**config.mk**
```make
export PLATFORM = sky130hd
export DESIGN_NAME = zorro2_autoconfig_multi
export DESIGN_NICKNAME = d
export VERILOG_FILES = /design/src/rtl/zorro_pkg.sv /design/src/rtl/bus_strobe_sync.sv /design/src/rtl/zorro2_autoconfig_multi.sv
export SDC_FILE = /design/constraint.sdc
export NUM_CORES = 1
export LEC_CHECK = 0
export ABC_CLOCK_PERIOD_IN_PS = 2000
export CAP_MARGIN = 20
export CORE_ASPECT_RATIO = 0.7
export CORE_UTILIZATION = 40
export DETAILED_ROUTE_END_ITERATION = 6
export GPL_TIMING_DRIVEN = 0
export PLACE_DENSITY = 0.68
export SYNTH_ARGS = -nofsm -noshare
export SYNTH_HDL_FRONTEND = slang
export SYNTH_SLANG_ARGS = --single-unit
export TNS_END_PERCENT = 20
```
**constraint.sdc**
```tcl
create_clock -name CLK -period 2 [get_ports CLK]
set_input_delay 0.4 -clock CLK [delete_from_list [all_inputs] [get_ports CLK]]
set_output_delay 0.4 -clock CLK [all_outputs]
set_load 0.02 [all_outputs]
```
**src/rtl/zorro_pkg.sv**
```systemverilog
// Shared Zorro II AutoConfig definitions.
//   - Register offsets as seen on AL (A6..A1), i.e. byte offset / 2.
//   - Board size encoding and the helper that turns a size code into the
//     mask of AH (A23..A16) bits that take part in the base-address match.
package zorro_pkg;

  // Read-only ROM nibbles (byte offsets $00..$16, $40/$42)
  localparam logic [5:0] ER_TYPE    = 6'h00;  // board type nibble
  localparam logic [5:0] ER_SIZE    = 6'h01;  // chain bit + size code
  localparam logic [5:0] ER_PROD    = 6'h02;  // product id, two nibbles
  localparam logic [5:0] ER_FLAGS   = 6'h04;  // memlist / flags nibble
  localparam logic [5:0] ER_MFG     = 6'h08;  // manufacturer id, four nibbles
  localparam logic [5:0] ER_ZERO    = 6'h20;  // two reads that return zero

  // Write-only configuration registers
  localparam logic [5:0] EC_BASE_HI = 6'h24;  // $48: A23..A20, configures
  localparam logic [5:0] EC_BASE_LO = 6'h25;  // $4A: A19..A16
  localparam logic [5:0] EC_SHUTUP  = 6'h26;  // $4C: board opts out

  typedef enum logic [2:0] {
    SZ_8M   = 3'd0,
    SZ_64K  = 3'd1,
    SZ_128K = 3'd2,
    SZ_256K = 3'd3,
    SZ_512K = 3'd4,
    SZ_1M   = 3'd5,
    SZ_2M   = 3'd6,
    SZ_4M   = 3'd7
  } zsize_e;

  // Bits of AH that must equal the board base; lower bits address inside
  // the board.
  function automatic logic [7:0] size_mask(input logic [2:0] sz);
    case (zsize_e'(sz))
      SZ_8M:   size_mask = 8'h80;
      SZ_4M:   size_mask = 8'hC0;
      SZ_2M:   size_mask = 8'hE0;
      SZ_1M:   size_mask = 8'hF0;
      SZ_512K: size_mask = 8'hF8;
      SZ_256K: size_mask = 8'hFC;
      SZ_128K: size_mask = 8'hFE;
      default: size_mask = 8'hFF;   // 64K
    endcase
  endfunction

endpackage

```
**src/rtl/bus_strobe_sync.sv**
```systemverilog
// Two-flop synchroniser for the asynchronous 68000 strobes _AS and _UDS.
//   CLK, _RST   : bus clock, async active-low reset
//   _AS, _UDS   : raw strobes (active low)
//   as_s        : synchronised _AS
//   as_rise     : one-CLK pulse when as_s goes high (end of bus cycle)
//   uds_fall    : one-CLK pulse when synchronised _UDS goes low
module bus_strobe_sync (
  input  logic CLK,
  input  logic _RST,
  input  logic _AS,
  input  logic _UDS,
  output logic as_s,
  output logic as_rise,
  output logic uds_fall
);

  // [0] metastability stage, [1] synchronised value
  logic [1:0] as_sync_q, uds_sync_q;
  logic       as_prev_q, uds_prev_q;

  // Strobes idle high, so reset to 1: no spurious edge after reset release,
  // but a strobe already low at release is seen as a fresh falling edge.
  always_ff @(posedge CLK or negedge _RST) begin
    if (!_RST) begin
      as_sync_q  <= 2'b11;
      uds_sync_q <= 2'b11;
      as_prev_q  <= 1'b1;
      uds_prev_q <= 1'b1;
    end else begin
      as_sync_q  <= {as_sync_q[0], _AS};
      uds_sync_q <= {uds_sync_q[0], _UDS};
      as_prev_q  <= as_sync_q[1];
      uds_prev_q <= uds_sync_q[1];
    end
  end

  assign as_s     = as_sync_q[1];
  assign as_rise  = as_sync_q[1] & ~as_prev_q;
  assign uds_fall = ~uds_sync_q[1] & uds_prev_q;

endmodule

```
**src/rtl/zorro2_autoconfig_multi.sv**
```systemverilog
// Zorro II AutoConfig responder for 1..4 logical boards sharing one slot.
// Boards enumerate in index order; the lowest board that is neither
// configured nor shut up answers at $E8xxxx.
//   CLK, _RST        : bus clock, async active-low reset
//   AH, AL           : A23..A16 and A6..A1
//   D_i              : D15..D12 write data
//   _AS, _UDS, RW    : 68000 strobes (raw, active low) and read/write
//   _configin        : chain input (active low)
//   _configout       : chain output, low once every board is done
//   D_o, config_oe   : ROM nibble and its drive enable
//   DTACK            : registered, positive logic
//   ce               : per-board chip enables
module zorro2_autoconfig_multi
  import zorro_pkg::*;
#(
  parameter int                      NUM_BOARDS = 2,
  parameter logic [3*NUM_BOARDS-1:0] SIZE_CODE  = {3'b110, 3'b001},
  parameter logic [NUM_BOARDS-1:0]   MEMLIST    = 2'b01,
  parameter logic [8*NUM_BOARDS-1:0] PROD_ID    = {8'h02, 8'h30},
  parameter logic [15:0]             MFG_ID     = 16'h5A5A,
  parameter int                      DTACK_WAIT = 1
) (
  input  logic                  CLK,
  input  logic                  _RST,
  input  logic [7:0]            AH,
  input  logic [5:0]            AL,
  input  logic [3:0]            D_i,
  input  logic                  _AS,
  input  logic                  _UDS,
  input  logic                  RW,
  input  logic                  _configin,
  output logic                  _configout,
  output logic [3:0]            D_o,
  output logic                  config_oe,
  output logic                  DTACK,
  output logic [NUM_BOARDS-1:0] ce
);

  localparam logic [2:0] WAIT_CNT = 3'(DTACK_WAIT);

  logic as_s, as_rise, uds_fall;

  bus_strobe_sync u_sync (
    .CLK      (CLK),
    ._RST     (_RST),
    ._AS      (_AS),
    ._UDS     (_UDS),
    .as_s     (as_s),
    .as_rise  (as_rise),
    .uds_fall (uds_fall)
  );

  logic [NUM_BOARDS-1:0]      cfg_q, cfg_d, shut_q, shut_d;
  logic [NUM_BOARDS-1:0][7:0] base_q, base_d;
  logic                       done_q, done_d;
  logic [2:0]                 cnt_q, cnt_d;
  logic                       dtack_q, dtack_d;

  logic [1:0] act;
  logic       all_done, ac_hit, commit, any_ce;

  // Lowest-index board still waiting for configuration.
  always_comb begin
    act = 2'd0;
    for (int i = NUM_BOARDS - 1; i >= 0; i--)
      if (!cfg_q[i] && !shut_q[i]) act = 2'(i);
  end

  assign all_done = &(cfg_q | shut_q);
  assign ac_hit   = (AH == 8'hE8) && !_configin && !all_done && !as_s;

  // ROM of the active board
  logic [2:0] cur_size;
  logic [7:0] cur_prod;
  logic       cur_mem, cur_chain;
  logic [3:0] rom_nib;

  always_comb begin
    cur_size  = SIZE_CODE[2:0];
    cur_prod  = PROD_ID[7:0];
    cur_mem   = MEMLIST[0];
    cur_chain = (NUM_BOARDS > 1);
    for (int i = 0; i < NUM_BOARDS; i++) begin
      if (act == 2'(i)) begin
        cur_size  = SIZE_CODE[3*i +: 3];
        cur_prod  = PROD_ID[8*i +: 8];
        cur_mem   = MEMLIST[i];
        cur_chain = (i < NUM_BOARDS - 1);   // another board follows in the slot
      end
    end
    case (AL)
      ER_TYPE:         rom_nib = cur_mem ? 4'hE : 4'hC;
      ER_SIZE:         rom_nib = {cur_chain, cur_size};
      ER_PROD:         rom_nib = ~cur_prod[7:4];
      ER_PROD + 6'd1:  rom_nib = ~cur_prod[3:0];
      ER_FLAGS:        rom_nib = cur_mem ? 4'h7 : 4'hF;
      ER_MFG:          rom_nib = ~MFG_ID[15:12];
      ER_MFG + 6'd1:   rom_nib = ~MFG_ID[11:8];
      ER_MFG + 6'd2:   rom_nib = ~MFG_ID[7:4];
      ER_MFG + 6'd3:   rom_nib = ~MFG_ID[3:0];
      ER_ZERO,
      ER_ZERO + 6'd1:  rom_nib = 4'h0;
      default:         rom_nib = 4'hF;
    endcase
  end

  // Chip enables: only the AH bits above the board size are decoded.
  always_comb begin
    ce = '0;
    for (int i = 0; i < NUM_BOARDS; i++)
      ce[i] = cfg_q[i] &&
              ((AH & size_mask(SIZE_CODE[3*i +: 3])) ==
               (base_q[i] & size_mask(SIZE_CODE[3*i +: 3])));
  end
  assign any_ce = |ce;

  // One commit per bus cycle; done_q masks later _UDS edges until _AS ends.
  assign commit = uds_fall && ac_hit && !RW && !done_q;

  always_comb begin
    cfg_d  = cfg_q;
    shut_d = shut_q;
    base_d = base_q;
    done_d = done_q;
    if (as_rise)     done_d = 1'b0;
    else if (commit) done_d = 1'b1;
    for (int i = 0; i < NUM_BOARDS; i++) begin
      if (commit && act == 2'(i)) begin
        case (AL)
          EC_BASE_LO: base_d[i][3:0] = D_i;
          EC_BASE_HI: begin
            base_d[i][7:4] = D_i;
            cfg_d[i]       = 1'b1;
          end
          EC_SHUTUP:  shut_d[i] = 1'b1;
          default:    ;
        endcase
      end
    end
  end

  // Wait-state counter. DTACK holds once asserted so that a configuring
  // write, which can drop ac_hit mid-cycle, still completes its handshake.
  always_comb begin
    cnt_d   = cnt_q;
    dtack_d = 1'b0;
    if (as_s) begin
      cnt_d = 3'd0;
    end else begin
      if ((ac_hit || any_ce) && cnt_q < WAIT_CNT) cnt_d = cnt_q + 3'd1;
      dtack_d = dtack_q || ((ac_hit || any_ce) && cnt_q == WAIT_CNT);
    end
  end

  always_ff @(posedge CLK or negedge _RST) begin
    if (!_RST) begin
      cfg_q   <= '0;
      shut_q  <= '0;
      base_q  <= '0;
      done_q  <= 1'b0;
      cnt_q   <= 3'd0;
      dtack_q <= 1'b0;
    end else begin
      cfg_q   <= cfg_d;
      shut_q  <= shut_d;
      base_q  <= base_d;
      done_q  <= done_d;
      cnt_q   <= cnt_d;
      dtack_q <= dtack_d;
    end
  end

  assign D_o        = rom_nib;
  assign config_oe  = ac_hit & RW;
  assign DTACK      = dtack_q;
  assign _configout = !all_done;

endmodule

```
==> results.toml <==
[yosys]
synth-edff-count = 0
netlist_area_sq_um = 1400
seq_area_frac_synth_pct = 47.1
synthCells = 127
synth-seq-cells = 26
avgSynthCellArea_sq_um = 11.0
yosysWarnings = 0
synth_async_sr_flop_share_pct = 100
synthFlopType = "dfrtp_1"
synth_nets = 153
synth.distinct_cells = 44

[detailed_routing]
vias = 1116
firstDrtPassIters = 4
wl_per_cell_um = 14.7
viasPerCell = 5.10
drt_iter0_drc = 56
remaining_drc_errors = 0
finalWirelength_um = 3220
drtAntennaViolNets = 0

[pwr]
leakagePower_nw = 0.924
vdd_drop_max_v = 0.000453
power_mw = 1.01
power_density_nw_per_um2 = 501

[final_layout]
layout_common_cells = "dfrtp_1, dlygate4sd2_1, xnor2_1, inv_1, clkdlybuf4s50_1"
fin_area_sq_um = 2010
utilization_pct = 62.3
syn_to_final_growth_pct = 44.0
final_common_cell = "dfrtp_1"
layout-drive-gt1-share_pct = 32.6
nets = 199
n_antenna_cell = 0

[setup_path]
crit_chain = "nor2_4 > o21ai_4 > buf_12 > or3_1 > a31oi_1 > nand2_1 > buf_6"
start_kind = "register"
cp_top_family = "simple AND/OR/NAND/NOR gates"
cp.arrival_ps = 1750
rr_worst_depth = 7
endpoint = "D_o[3]"
critical_path_depth = 7
slowest_stage = "dfrtp_2"
reg2reg_to = "base_q[3]$_DFFE_PN0P_"
cp_num_buf_inv = 2
timing.critical_path.fanout_max = 5
r2r_start = "cfg_q[1]$_DFFE_PN0P_"
reg2reg_slack_ps = 10
crit_required_ps = 1600
end_kind = "output pin"
slowest_delay_ps = 430
crit_path_start = "shut_q[1]$_DFFE_PN0P_"
critPathKind = "register to output pin"

[timing]
slew_violations = 0
setup_ws_ps = -153
worst_pin_slew_ps = 627
slew-limit-headroom_pct = 58.1
setup-violations-final = 2
fin_crit_ps = 2150
finClkSkew_ps = 4.16
final_hold_viol_count = 0
min_period_over_period_pct = 108
rsz0062_at_grt = "true"
fmax_mhz = 465

[floorplan]
die_h_um = 51.5
start_util_pct = 43.2
pin_count = 33
dieArea_sq_um = 3740
die_w_um = 72.7
rows = 17
core-area_sq_um = 3230

[clock_tree]
cts_buffer_depth = 2
cts_tree = "done"
clock-sinks = 26
cts.clk_slew.worst_paths_ps = 90
cts_made_buffers = 3
clk_latency_ps = 270
htreeDepth = 1
cts_root_buf = "clkbuf_8"

[global_routing]
grt_max_degree = 16
grt_pass1_vias = 1113
grt_pass1_wl_um = 5460
grt.total_usage_pct = 19.8
antenna_found_initial = 0
grt_remaining_overflow = 0

[placed_design]
gp_congestion = 0.827
portBuffers = 30
placed_area_sq_um = 1780
hpwl_um = 2370

[status]
outcome = "finished with violations"
violations = "negative setup slack"

[min_path]
min_path_type = "register to register"

[run]
max_cap_violations = 0
-- state kept, by name, summed over array words and instances, names as in the netlist --
signal             flops
base_q                11
u_sync.uds_sync_q      2
cfg_q                  2
cnt_q                  3
u_sync.as_prev_q       1
u_sync.uds_prev_q      1
done_q                 1
u_sync.as_sync_q       2
DTACK                  1
shut_q                 2
-- report_power, final --
part	switching, mW	internal (mW)	total [mW]
sequential	0.00419	0.536	0.541
combinational	0.0665	0.0678	0.134
clock	0.158	0.176	0.334
total	0.229	0.780	1.01
-- per-stage QoR --
| stage | hold WS, ps | setup TNS [ps] | instances | worst slack (ps) |
|---|---|---|---|---|
| 6_report | 360 | -297 | 219 | -153 |
| 5_1_grt | 370 | -1020 | 219 | -236 |
| 4_1_cts | 361 | -288 | 220 | -146 |
| 3_5_place_dp | 347 | -10520 | 205 | -947 |
| 3_3_place_gp | 347 | -9350 | 204 | -898 |
| 2_1_floorplan | 104 | 0 | 127 | 79.2 |
-- area by class of cell --
cell class              instances  area, sq um
multi-input cells              88          772
well taps                      47         58.8
clock buffers                   4         55.1
fillers                       267         1220
plain buffers                   3         21.3
inverters                       9         33.8
flip-flops and latches         26          663
repair buffers                 42          409
-- worst min path at each step --
| stage | start | cells after the start | endpoint |
|---|---|---|---|
| 3_5_place_dp | u_sync.as_sync_q[0]$_DFF_PN1_ | 0 | u_sync.as_sync_q[1]$_DFF_PN1_ |
| 2_1_floorplan | _RST | 0 | DTACK$_DFF_PN0_ |
| 3_3_place_gp | u_sync.as_sync_q[0]$_DFF_PN1_ | 0 | u_sync.as_sync_q[1]$_DFF_PN1_ |
| 6_report | u_sync.as_sync_q[0]$_DFF_PN1_ | 0 | u_sync.as_sync_q[1]$_DFF_PN1_ |
| 4_1_cts | u_sync.as_sync_q[0]$_DFF_PN1_ | 0 | u_sync.as_sync_q[1]$_DFF_PN1_ |
| 5_1_grt | u_sync.as_sync_q[0]$_DFF_PN1_ | 0 | u_sync.as_sync_q[1]$_DFF_PN1_ |
-- metal layers --
metal / track usage, % / vias up / wire (um) / part of all wire, %
li1: - / 542 / - / -
met1: 28.7 / 543 / 1540 / 48
met2: 30.5 / 27 / 1520 / 47
met3: 4.73 / 4 / 143 / 4.4
met4: 2.94 / 0 / 12 / 0.37
met5: 0 / - / 0 / 0
-- Yosys cell counts, drive strengths merged (3+ instances only) --
master	count	share of area [%]
a21oi	8	2.9
dfrtp	20	36
dfstp	6	11
inv	9	2.4
mux2	12	11
nand2	9	2.6
nand4	3	1.8
nor2	8	2.3
nor3	4	1.8
o211ai	3	1.6
o21ai	5	1.8
xnor2	11	6.9
-- cell families after synthesis --
family / after synthesis / synth area share, %
buffers and inverters: 13 / 4.03
adders and majority gates: 2 / 1.79
muxes: 12 / 10.7
and+or+nand+nor: 36 / 15.8
xor gates and xnor gates: 11 / 6.89
DFF: 26 / 47.1
AOI/OAI and AO/OA: 27 / 13.7
-- timing repair --
action / 4_1_cts / 5_1_grt
pin swaps: 14 / 7
hold buffers: 0 / 0
gates resized for setup: 65 / 8
setup endpoints to repair: 18 / 16
buffers inserted: 11 / 0
Power figures use the tool's default switching activity.
